`config.mk`:
```
export PLATFORM = sky130hd
export DESIGN_NAME = regfile_ctrl_flat
export DESIGN_NICKNAME = d
export VERILOG_FILES = /design/src/rtl/regfile_pkg.sv /design/src/rtl/regfile_ctrl_if.sv /design/src/rtl/regfile_dbg_arb.sv /design/src/rtl/regfile_ctrl.sv /design/src/flat_wrapper.sv
export SDC_FILE = /design/constraint.sdc
export NUM_CORES = 1
export LEC_CHECK = 0
export BUFFER_PORTS_ARGS = -buffer_cell sky130_fd_sc_hd__buf_2
export CORE_AREA = 4 4 116 118
export CTS_BUF_LIST = sky130_fd_sc_hd__clkbuf_4
export DETAILED_ROUTE_END_ITERATION = 10
export DIE_AREA = 0 0 120 122
export GPL_TIMING_DRIVEN = 0
export PLACE_DENSITY = 0.72
export SETUP_SLACK_MARGIN = 0.15
export SYNTH_ARGS = -nofsm -noshare
export SYNTH_HDL_FRONTEND = slang
export SYNTH_SLANG_ARGS = --single-unit
```
`constraint.sdc`:
```
create_clock -name clk -period 4.5 [get_ports clk]
set_input_delay 0.45 -clock clk [delete_from_list [all_inputs] [get_ports clk]]
set_output_delay 0.45 -clock clk [all_outputs]
set_load 0.05 [all_outputs]
```
`src/rtl/regfile_pkg.sv`:
```
// regfile_pkg: shared widths, the hard-zero address and the controller state
// encoding for the register-file controller slice.
package regfile_pkg;

    localparam int unsigned AW_DEF = 6;
    localparam int unsigned DW_DEF = 32;
    localparam int unsigned WAIT_W = 8;

    localparam logic [AW_DEF-1:0] ZERO_ADDR = '0;

    typedef enum logic [1:0] {
        CLEAR = 2'd0,
        RUN   = 2'd1,
        DBG   = 2'd2
    } state_t;

endpackage

```
`src/rtl/regfile_ctrl_if.sv`:
```
// regfile_ctrl_if: core pipeline and debug/host access bundle.
//  master : core + debug requester (drives addresses, write requests, dbg_req)
//  slave  : regfile_ctrl (returns read data, core_stall, dbg_ack, dbg_rdata)
interface regfile_ctrl_if
    import regfile_pkg::*;
#(
    parameter int unsigned AW = AW_DEF,
    parameter int unsigned DW = DW_DEF
);
    logic [AW-1:0] core_raddr1;
    logic [AW-1:0] core_raddr2;
    logic          core_wen;
    logic [AW-1:0] core_waddr;
    logic [DW-1:0] core_wdata;
    logic          core_stall;
    logic [DW-1:0] core_rdata1;
    logic [DW-1:0] core_rdata2;
    logic          dbg_req;
    logic          dbg_we;
    logic [AW-1:0] dbg_addr;
    logic [DW-1:0] dbg_wdata;
    logic          dbg_ack;
    logic [DW-1:0] dbg_rdata;

    modport master (
        output core_raddr1, core_raddr2, core_wen, core_waddr, core_wdata,
        output dbg_req, dbg_we, dbg_addr, dbg_wdata,
        input  core_stall, core_rdata1, core_rdata2, dbg_ack, dbg_rdata
    );

    modport slave (
        input  core_raddr1, core_raddr2, core_wen, core_waddr, core_wdata,
        input  dbg_req, dbg_we, dbg_addr, dbg_wdata,
        output core_stall, core_rdata1, core_rdata2, dbg_ack, dbg_rdata
    );
endinterface

```
`src/rtl/regfile_dbg_arb.sv`:
```
// regfile_dbg_arb: debug access arbitration against core traffic.
//  clk, rst        : clock, async active-high reset
//  en              : controller is in RUN (grants allowed)
//  dbg_req, dbg_we : pending debug request and its direction
//  core_wen        : core writeback request this cycle
//  rd2_val         : masked/bypassed read-port-2 value for the previous issue
//  grant, stall    : grant this cycle / core must be stalled this cycle
//  dbg_ack         : one-cycle completion pulse (cycle after grant)
//  dbg_rdata       : debug read data, valid with dbg_ack on reads
module regfile_dbg_arb
    import regfile_pkg::*;
#(
    parameter int unsigned DW       = DW_DEF,
    parameter int unsigned MAX_WAIT = 8
) (
    input  logic          clk,
    input  logic          rst,
    input  logic          en,
    input  logic          dbg_req,
    input  logic          dbg_we,
    input  logic          core_wen,
    input  logic [DW-1:0] rd2_val,
    output logic          grant,
    output logic          stall,
    output logic          dbg_ack,
    output logic [DW-1:0] dbg_rdata
);
    localparam logic [WAIT_W-1:0] WAIT_MAX = WAIT_W'(MAX_WAIT);

    logic [WAIT_W-1:0] wait_cnt;
    logic              ack_q;
    logic              rd_q;
    logic              forced;

    assign forced = (wait_cnt == WAIT_MAX);

    // The core has no read-valid, so a debug read takes port 2 at once and
    // stalls the core; a debug write waits for an idle write port or MAX_WAIT.
    always_comb begin
        grant = 1'b0;
        stall = 1'b0;
        if (en && dbg_req) begin
            if (!dbg_we) begin
                grant = 1'b1;
                stall = 1'b1;
            end else if (!core_wen || forced) begin
                grant = 1'b1;
                stall = core_wen;
            end
        end
    end

    // Wait counter and completion registers; the ack cycle itself never counts.
    always_ff @(posedge clk or posedge rst) begin
        if (rst) begin
            wait_cnt <= '0;
            ack_q    <= 1'b0;
            rd_q     <= 1'b0;
        end else begin
            ack_q <= grant;
            rd_q  <= grant && !dbg_we;
            if (grant) begin
                wait_cnt <= '0;
            end else if (dbg_req && !ack_q && !forced) begin
                wait_cnt <= wait_cnt + WAIT_W'(1);
            end
        end
    end

    assign dbg_ack   = ack_q;
    assign dbg_rdata = (ack_q && rd_q) ? rd2_val : '0;

endmodule

```
`src/rtl/regfile_ctrl.sv`:
```
// regfile_ctrl: controller for a 2R1W block-RAM register file.
//  Post-reset sweep writes CLEAR_VAL to every entry, x0 reads as zero, and the
//  write port / read port 2 are shared between core writeback and debug.
//  clk, rst   : clock, async active-high reset
//  ready      : sweep done, traffic accepted
//  bus        : regfile_ctrl_if.slave (core + debug signals)
//  ram_*      : RAM drive (write port, two read addresses) and registered read data
//  Optional macro REGFILE_BYPASS_EN: same-cycle write->read forwarding.
module regfile_ctrl
    import regfile_pkg::*;
#(
    parameter int unsigned   AW        = AW_DEF,
    parameter int unsigned   DW        = DW_DEF,
    parameter logic [DW-1:0] CLEAR_VAL = '0,
    parameter int unsigned   MAX_WAIT  = 8
) (
    input  logic          clk,
    input  logic          rst,
    output logic          ready,
    regfile_ctrl_if.slave bus,
    output logic          ram_wen,
    output logic [AW-1:0] ram_waddr,
    output logic [DW-1:0] ram_wdata,
    output logic [AW-1:0] ram_raddr1,
    output logic [AW-1:0] ram_raddr2,
    input  logic [DW-1:0] ram_rdata1,
    input  logic [DW-1:0] ram_rdata2
);
    localparam logic [AW-1:0] ZA       = AW'(ZERO_ADDR);
    localparam logic [AW-1:0] LAST_PTR = '1;

    state_t        state, state_nx;
    logic [AW-1:0] ptr;
    logic [AW-1:0] raddr1_q, raddr2_q;
    logic          dbg_grant, dbg_stall, dbg_ack;
    logic [DW-1:0] dbg_rdata;
    logic          core_stall;
    logic [DW-1:0] rd1_val, rd2_val;

    regfile_dbg_arb #(.DW(DW), .MAX_WAIT(MAX_WAIT)) u_dbg_arb (
        .clk       (clk),
        .rst       (rst),
        .en        (state == RUN),
        .dbg_req   (bus.dbg_req),
        .dbg_we    (bus.dbg_we),
        .core_wen  (bus.core_wen),
        .rd2_val   (rd2_val),
        .grant     (dbg_grant),
        .stall     (dbg_stall),
        .dbg_ack   (dbg_ack),
        .dbg_rdata (dbg_rdata)
    );

    // State register, sweep pointer and ready flag.
    always_ff @(posedge clk or posedge rst) begin
        if (rst) begin
            state <= CLEAR;
            ptr   <= '0;
            ready <= 1'b0;
        end else begin
            state <= state_nx;
            ready <= (state_nx != CLEAR);
            if (state == CLEAR) begin
                ptr <= ptr + AW'(1);
            end
        end
    end

    // Next state and RAM port muxing.
    always_comb begin
        state_nx   = state;
        ram_wen    = 1'b0;
        ram_waddr  = bus.core_waddr;
        ram_wdata  = bus.core_wdata;
        ram_raddr1 = bus.core_raddr1;
        ram_raddr2 = bus.core_raddr2;
        core_stall = 1'b0;
        case (state)
            CLEAR: begin
                ram_wen    = 1'b1;
                ram_waddr  = ptr;
                ram_wdata  = CLEAR_VAL;
                ram_raddr1 = ZA;
                ram_raddr2 = ZA;
                core_stall = 1'b1;
                if (ptr == LAST_PTR) begin
                    state_nx = RUN;
                end
            end
            RUN, DBG: begin
                core_stall = dbg_stall;
                if (dbg_grant && bus.dbg_we) begin
                    ram_wen   = (bus.dbg_addr != ZA);
                    ram_waddr = bus.dbg_addr;
                    ram_wdata = bus.dbg_wdata;
                end else if (bus.core_wen && !dbg_stall) begin
                    ram_wen = (bus.core_waddr != ZA);
                end
                if (dbg_grant && !bus.dbg_we) begin
                    ram_raddr2 = bus.dbg_addr;
                end
                state_nx = dbg_grant ? DBG : RUN;
            end
            default: state_nx = CLEAR;
        endcase
        // Nothing reaches the RAM while reset is held.
        if (rst) begin
            ram_wen    = 1'b0;
            core_stall = 1'b1;
        end
    end

    // Issue-cycle read addresses, used for x0 masking (and bypass compare).
    always_ff @(posedge clk or posedge rst) begin
        if (rst) begin
            raddr1_q <= '0;
            raddr2_q <= '0;
        end else begin
            raddr1_q <= ram_raddr1;
            raddr2_q <= ram_raddr2;
        end
    end

`ifdef REGFILE_BYPASS_EN
    logic          byp_wen_q;
    logic [AW-1:0] byp_waddr_q;
    logic [DW-1:0] byp_wdata_q;

    // Last committed write, forwarded over the RAM's old read-during-write data.
    always_ff @(posedge clk or posedge rst) begin
        if (rst) begin
            byp_wen_q   <= 1'b0;
            byp_waddr_q <= '0;
            byp_wdata_q <= '0;
        end else begin
            byp_wen_q   <= ram_wen;
            byp_waddr_q <= ram_waddr;
            byp_wdata_q <= ram_wdata;
        end
    end

    assign rd1_val = (raddr1_q == ZA) ? '0 :
                     (byp_wen_q && byp_waddr_q == raddr1_q) ? byp_wdata_q : ram_rdata1;
    assign rd2_val = (raddr2_q == ZA) ? '0 :
                     (byp_wen_q && byp_waddr_q == raddr2_q) ? byp_wdata_q : ram_rdata2;
`else
    assign rd1_val = (raddr1_q == ZA) ? '0 : ram_rdata1;
    assign rd2_val = (raddr2_q == ZA) ? '0 : ram_rdata2;
`endif

    assign bus.core_stall  = core_stall;
    assign bus.core_rdata1 = rd1_val;
    assign bus.core_rdata2 = rd2_val;
    assign bus.dbg_ack     = dbg_ack;
    assign bus.dbg_rdata   = dbg_rdata;

endmodule
```
`src/flat_wrapper.sv`:
```
// flat-port wrapper written by rule: the top's interface ports become plain ports
module regfile_ctrl_flat import regfile_pkg::*;
#(
    parameter int unsigned   AW        = AW_DEF,
    parameter int unsigned   DW        = DW_DEF,
    parameter logic [DW-1:0] CLEAR_VAL = '0,
    parameter int unsigned   MAX_WAIT  = 8
)
  (clk, rst, ready, ram_wen, ram_waddr, ram_wdata, ram_raddr1, ram_raddr2, ram_rdata1, ram_rdata2, bus_core_raddr1, bus_core_raddr2, bus_core_wen, bus_core_waddr, bus_core_wdata, bus_dbg_req, bus_dbg_we, bus_dbg_addr, bus_dbg_wdata, bus_core_stall, bus_core_rdata1, bus_core_rdata2, bus_dbg_ack, bus_dbg_rdata);
  regfile_ctrl_if #(.AW(AW), .DW(DW)) bus_i ();
  input  logic clk;
  input  logic rst;
  output logic ready;
  output logic ram_wen;
  output logic [AW-1:0] ram_waddr;
  output logic [DW-1:0] ram_wdata;
  output logic [AW-1:0] ram_raddr1;
  output logic [AW-1:0] ram_raddr2;
  input  logic [DW-1:0] ram_rdata1;
  input  logic [DW-1:0] ram_rdata2;
  input wire logic [$bits(bus_i.core_raddr1)-1:0] bus_core_raddr1;
  input wire logic [$bits(bus_i.core_raddr2)-1:0] bus_core_raddr2;
  input wire logic [$bits(bus_i.core_wen)-1:0] bus_core_wen;
  input wire logic [$bits(bus_i.core_waddr)-1:0] bus_core_waddr;
  input wire logic [$bits(bus_i.core_wdata)-1:0] bus_core_wdata;
  input wire logic [$bits(bus_i.dbg_req)-1:0] bus_dbg_req;
  input wire logic [$bits(bus_i.dbg_we)-1:0] bus_dbg_we;
  input wire logic [$bits(bus_i.dbg_addr)-1:0] bus_dbg_addr;
  input wire logic [$bits(bus_i.dbg_wdata)-1:0] bus_dbg_wdata;
  output wire logic [$bits(bus_i.core_stall)-1:0] bus_core_stall;
  output wire logic [$bits(bus_i.core_rdata1)-1:0] bus_core_rdata1;
  output wire logic [$bits(bus_i.core_rdata2)-1:0] bus_core_rdata2;
  output wire logic [$bits(bus_i.dbg_ack)-1:0] bus_dbg_ack;
  output wire logic [$bits(bus_i.dbg_rdata)-1:0] bus_dbg_rdata;
  assign bus_i.core_raddr1 = bus_core_raddr1;
  assign bus_i.core_raddr2 = bus_core_raddr2;
  assign bus_i.core_wen = bus_core_wen;
  assign bus_i.core_waddr = bus_core_waddr;
  assign bus_i.core_wdata = bus_core_wdata;
  assign bus_i.dbg_req = bus_dbg_req;
  assign bus_i.dbg_we = bus_dbg_we;
  assign bus_i.dbg_addr = bus_dbg_addr;
  assign bus_i.dbg_wdata = bus_dbg_wdata;
  assign bus_core_stall = bus_i.core_stall;
  assign bus_core_rdata1 = bus_i.core_rdata1;
  assign bus_core_rdata2 = bus_i.core_rdata2;
  assign bus_dbg_ack = bus_i.dbg_ack;
  assign bus_dbg_rdata = bus_i.dbg_rdata;
  regfile_ctrl #(.AW(AW), .DW(DW), .CLEAR_VAL(CLEAR_VAL), .MAX_WAIT(MAX_WAIT)) u_core (.clk(clk), .rst(rst), .ready(ready), .bus(bus_i), .ram_wen(ram_wen), .ram_waddr(ram_waddr), .ram_wdata(ram_wdata), .ram_raddr1(ram_raddr1), .ram_raddr2(ram_raddr2), .ram_rdata1(ram_rdata1), .ram_rdata2(ram_rdata2));
endmodule
```
Word-level counts from Yosys, hierarchy flattened
Cells that the tools add are included.
{"block": "classes", "addsub": 2, "muxes": 27, "n_eq_ne": 4, "n_reduce_logical": 21}
{"cell": "32-bit two-way mux", "n": 4}
{"cell": "32-bit one-hot mux with 2 select lines", "n": 1}
{"cell": "6-bit one-hot mux with 2 select lines", "n": 2}
{"cell": "6-bit two-way mux", "n": 3}
{"cell": "8-bit two-way mux", "n": 2}
{"cell": "6-bit zero test", "n": 2}
{"cell": "6-bit nonzero test", "n": 2}
{"cell": "1-bit two-way mux", "n": 10}
{"cell": "8-bit by 1-bit adder with 8-bit output (second input constant)", "n": 1}
{"cell": "8-bit by 4-bit == test with 1-bit output (second input constant)", "n": 1}
{"cell": "1-bit logical AND", "n": 7}
{"cell": "6-bit by 1-bit adder with 6-bit output (second input constant)", "n": 1}
{"cell": "6-bit == test (second input constant)", "n": 1}
{"cell": "1-bit zero test", "n": 5}
{"cell": "2-bit two-way mux", "n": 2}
{"cell": "1-bit one-hot mux with 2 select lines", "n": 2}
{"cell": "2-bit one-hot mux with 2 select lines", "n": 1}
{"cell": "2-bit nonzero test", "n": 2}
{"cell": "2-bit by 1-bit == test with 1-bit output (second input constant)", "n": 1}
{"cell": "2-bit == test (second input constant)", "n": 1}
{"cell": "2-bit zero test", "n": 1}
{"cell": "2-bit OR reduction", "n": 1}
{"cell": "1-bit logical OR", "n": 1}
{"block": "word_totals", "elab_cells": 62, "output_inout_bits": 150, "reg_bits": 31}

Logic depth before layout (Yosys ltp)
{"block": "logic_depth", "depth_word": 11, "ltp_mapped": 8, "mapped_depth_nobuf": 6}

By module
Synthesis repeated with hierarchy kept, for this count alone.
{"block": "unflattened", "cells_unflattened": 394, "hier_area_um2": 2861.5}
{"mod": "regfile_ctrl", "instances": 1, "seq_area_each_um2": 525.5, "cells_per_inst": 290, "area_per_inst_um2": 2014.4}
{"mod": "regfile_dbg_arb", "instances": 1, "seq_area_each_um2": 250.2, "cells_per_inst": 104, "area_per_inst_um2": 847.1}

Worst setup path after synthesis
OpenSTA, ideal clock, no wires.
{"block": "synth_path", "path_type": "flip-flop to output port", "startpoint": "register u_core.state[0]", "endpoint": "output port ram_wen", "required_ps": 4050, "setup_slack_ps": 2196, "path_stages_with_launch": 8, "arrival_ps": 1854, "cell_sequence": "dfrtp_1 -> inv_1 -> ha_1 -> buf_2 -> or4_1 -> nor4_1 -> o21ai_0 -> and4b_1"}
{"block": "synth_via", "elab_chain_cells": 9, "word_cells_on_any_way": 14}
{"element": "start, declared", "line": "regfile_ctrl.sv:32", "text": "state_t state, state_nx;"}
{"element": "start signal, assigned", "line": "regfile_ctrl.sv:61", "text": "state <= state_nx;"}
{"element": "2-bit by 1-bit == test with 1-bit output", "line": "regfile_ctrl.sv:43, regfile_ctrl.sv:78"}
{"element": "1-bit logical AND", "line": "regfile_dbg_arb.sv:42", "text": "if (en && dbg_req) begin"}
{"element": "1-bit two-way mux", "line": "regfile_dbg_arb.sv:42"}
{"element": "1-bit zero test", "line": "regfile_ctrl.sv:96", "text": "end else if (bus.core_wen && !dbg_stall) begin"}
{"element": "1-bit logical AND", "line": "regfile_ctrl.sv:96"}
{"element": "1-bit two-way mux", "line": "regfile_ctrl.sv:96"}
{"element": "1-bit two-way mux", "line": "regfile_ctrl.sv:92", "text": "if (dbg_grant && bus.dbg_we) begin"}
{"element": "1-bit one-hot mux with 2 select lines (*)", "line": "regfile_ctrl.sv:78", "text": "case (state)"}
{"element": "1-bit two-way mux (*)", "line": "regfile_ctrl.sv:107", "text": "if (rst) begin"}
{"element": "end, declared", "line": "flat_wrapper.sv:14", "text": "output logic ram_wen;"}
Every way passes the cells marked *; elsewhere a longest branch is shown, timed or not.

Worst setup path in the final report
{"block": "layout_path", "startpoint": "register u_core.state[0]", "endpoint": "output port ram_raddr2[5]"}
{"block": "layout_via", "elab_chain_cells": 6, "word_cells_on_any_way": 9}
{"element": "2-bit by 1-bit == test with 1-bit output", "line": "regfile_ctrl.sv:43, regfile_ctrl.sv:78"}
{"element": "1-bit logical AND", "line": "regfile_dbg_arb.sv:42"}
{"element": "1-bit two-way mux", "line": "regfile_dbg_arb.sv:42"}
{"element": "1-bit logical AND", "line": "regfile_ctrl.sv:99", "text": "if (dbg_grant && !bus.dbg_we) begin"}
{"element": "6-bit two-way mux", "line": "regfile_ctrl.sv:99"}
{"element": "6-bit one-hot mux with 2 select lines (*)", "line": "regfile_ctrl.sv:78"}
{"element": "end, declared", "line": "flat_wrapper.sv:18", "text": "output logic [AW-1:0] ram_raddr2;"}
Marks and branches as above.

==> run summary <==
Avg Cell Area, Syn -> 7.47 um^2
ratio of cells with drive above 1 in the final layout -> 0.444
Worst-Skew Late Latency -> 0.33 ns
GRT met1 Usage -> 0.243
synthesized-area fraction occupied by adder cells -> 0.0234
Die Width -> 120 um
IO Port Bufs -> 306
Startpoint Class -> flip-flop
CTS Hold Bufs -> 0
Synth Area in XOR/XNOR -> 0.0300
CTS tree -> yes
area grow syn2layout -> 57.4%
most frequent cells in the layout -> buf_2, and2_1, nand2_1, nand4_1, nand3_1
Most Used Layer, Global Route -> met2
Iteration-0 DRC Markers -> 209
vias in the first global route -> 4275
max-slew violations -> 0
Core Area -> 12500 um^2
die height -> 122 um
total wire length -> 16.4 mm
Max Cap Violations -> 0
initial antenna violation count -> 9
Setup Viol. Count Final -> 0
H-tree levels -> 2
Avg WL per Cell -> 17.8 um
Max Fclk -> 316 MHz
Post-DRT Antenna Nets -> 0
Leak -> 2.80 nW
CP endpoint -> ram_raddr2[5]
Net Count, Synth -> 593
mux cell area share after synthesis -> 0.00662
worst reg-to-reg path cell count -> 5
Worst IR Drop VDD -> 0.452 mV
Period minus WS final -> 3.16 ns
Critical Path AT -> 2.71 ns
required time worst endpoint -> 4.05 ns
CTS Sinks -> 31
Fin Hold WS -> 0.235 ns
Cell variety after synth -> 41
reg2reg end -> u_core.raddr2_q[5]$_DFF_PP0_
clock buffer depth -> 2
DRC viols -> 0
R2R Setup Slk -> 2.34 ns
Layout fillers -> 1313
Starting Density -> 0.258
worst-margin pin slew -> 0.719 ns
Slew Limit Headroom -> 0.520
HPWL after DPL -> 13.9 mm
largest fanout on the critical path -> 10
Synth area leaders -> dfrtp_1, and2_1, o211ai_1
Mapped Area -> 3210 um^2
First-pass DRT Iterations -> 4
Synth Area in Compound Gates -> 0.176
Cell Rows -> 41
postcts setup bufs -> 0
routed via count -> 4542
setup TNS -> 0 ns
Critical Path Source -> u_core.state[0]$_DFF_PP0_
root buf cell -> clkbuf_4
Total GRT Usage -> 0.205
largest family of logic cells by synthesized area -> simple AND/OR/NAND/NOR gates
register area share after synthesis -> 0.242
pin count of the biggest net entering global routing -> 32
RePlAce Congestion -> 0.824
io pins -> 307
drt via density -> 4.93
worst hold path class -> input port to async pin
final hold viol count -> 0
gr ovfl total -> 0
die area -> 14600 um^2
first-pass GRT wire length -> 23.5 mm
Power Dens Cells -> 744 nW/um^2
warnings from Yosys -> 0
RR Startpoint -> u_core.state[0]$_DFF_PP0_
status -> completed
Mapped Cells -> 430
RSZ-0062 raised after global routing -> no
met2 Use GR -> 0.359
total CTS buffers -> 5
Synth Register Bits -> 31
Nets -> 907
final period utilization -> 0.702
Yosys top cell area share -> 0.242
most frequent standard cell in the layout excluding fill and tap cells -> buf_2
Synth area leader -> dfrtp_1
crit path kind -> flip-flop to output pin
Clk pin slew, worst setup/hold paths -> 0.10 ns
CP endpoint kind -> output pin
cts repair resizes -> 0
Fin Clk Skew -> 0.0103 ns
GR Util met3 -> 0.0492
post-synthesis simple-gate area fraction -> 0.457
-- state kept, by name (all words and copies together) (netlist names) --
signal / cells
u_core.u_dbg_arb.wait_cnt: 8
u_core.ptr: 6
u_core.raddr1_q: 6
u_core.raddr2_q: 6
u_core.state: 2
u_core.ready: 1
u_core.u_dbg_arb.dbg_ack: 1
u_core.u_dbg_arb.rd_q: 1
-- Yosys cell counts --
cell type   n
nor3_2      1
nor3b_2     1
a21o_1      3
inv_1       7
nor4b_4     1
a211oi_1    1
nand2b_1    2
a32o_1      2
buf_1       1
nand3b_1    1
and3_1     36
buf_4       5
xnor2_1     5
mux2_2      1
a21boi_2    2
or3_1       1
nor2b_1     8
o21ai_0     1
nor3_1      1
a22o_1     14
nand2_1    40
nand4_1    40
nor2_1     15
o211ai_1   34
a21bo_1     1
buf_2       4
dfrtp_1    31
clkbuf_1   33
nand3_1    38
xor2_1      6
a21bo_2     1
a21oi_1     7
and2_1     65
a221o_1     4
mux2i_1     1
nor4_1      4
o21ai_1     1
a311o_1     1
ha_1        6
and4b_1     2
or4_1       2
-- routing by layer --
layer | wire, um | vias up
li1 | - | 2199
met1 | 6330 | 2081
met2 | 8200 | 225
met3 | 1380 | 33
met4 | 520 | 4
met5 | 20 | -
-- how the worst min path moves through the flow --
stage	slack [ns]	cells past startpoint	end
2_1_floorplan	0.46	1	u_core.ptr[5]$_DFFE_PP0P_
3_3_place_gp	0.48	1	u_core.ptr[5]$_DFFE_PP0P_
3_5_place_dp	0.48	1	u_core.ptr[5]$_DFFE_PP0P_
4_1_cts	0.37	2	u_core.raddr2_q[3]$_DFF_PP0_
5_1_grt	0.27	2	u_core.u_dbg_arb.dbg_ack$_DFF_PP0_
6_report	0.24	2	u_core.u_dbg_arb.dbg_ack$_DFF_PP0_
-- layout make-up --
type	instances	area (um^2)	area share
Inverter	7	26.3	0.00520
Sequential cell	31	776	0.153
Timing Repair Buffer	307	1560	0.308
Multi-Input combinational cell	349	2220	0.440
Buffer	43	185	0.0366
Clock buffer	7	52.6	0.0104
Tap cell	172	215	0.0426
Clock inverter	1	5.00	0.000990
Antenna cell	5	12.5	0.00247
-- stage by stage --
step / cell area [um^2] / util / power [mW] / instances / worst slack (ns)
finish: 5060 / 0.406 / 3.76 / 922 / 1.34
global route: 5060 / 0.406 / 3.97 / 922 / 1.18
floorplan: 3210 / - / 2.83 / 430 / 2.20
detailed placement: 4960 / 0.398 / 3.59 / 908 / 1.65
global placement: 4960 / 0.398 / 3.58 / 908 / 1.70
CTS: 5020 / 0.402 / 3.77 / 916 / 1.26
-- cells by family after synthesis --
| group | Yosys count |
|---|---|
| DFF | 31 |
| AOI/OAI and AO/OA | 72 |
| xor gates and xnor gates | 11 |
| and+or+nand+nor | 258 |
| muxes | 2 |
| adders and majority gates | 6 |
| buffers and inverters | 50 |
-- worst max-delay path: stages (launching register included) --
cell and delay, ns:
dfrtp_1 0.43, ha_1 0.17, clkbuf_1 0.31, clkbuf_1 0.47, buf_1 0.45, a22o_1 0.25
buf_2 0.28
-- report_power, final --
part | switching (mW) | internal [mW]
Sequential | 0.0791 | 0.376
Clock | 0.0984 | 0.0729
Combinational | 2.36 | 0.768
Note: power is estimated with default switching activity, not from simulation.
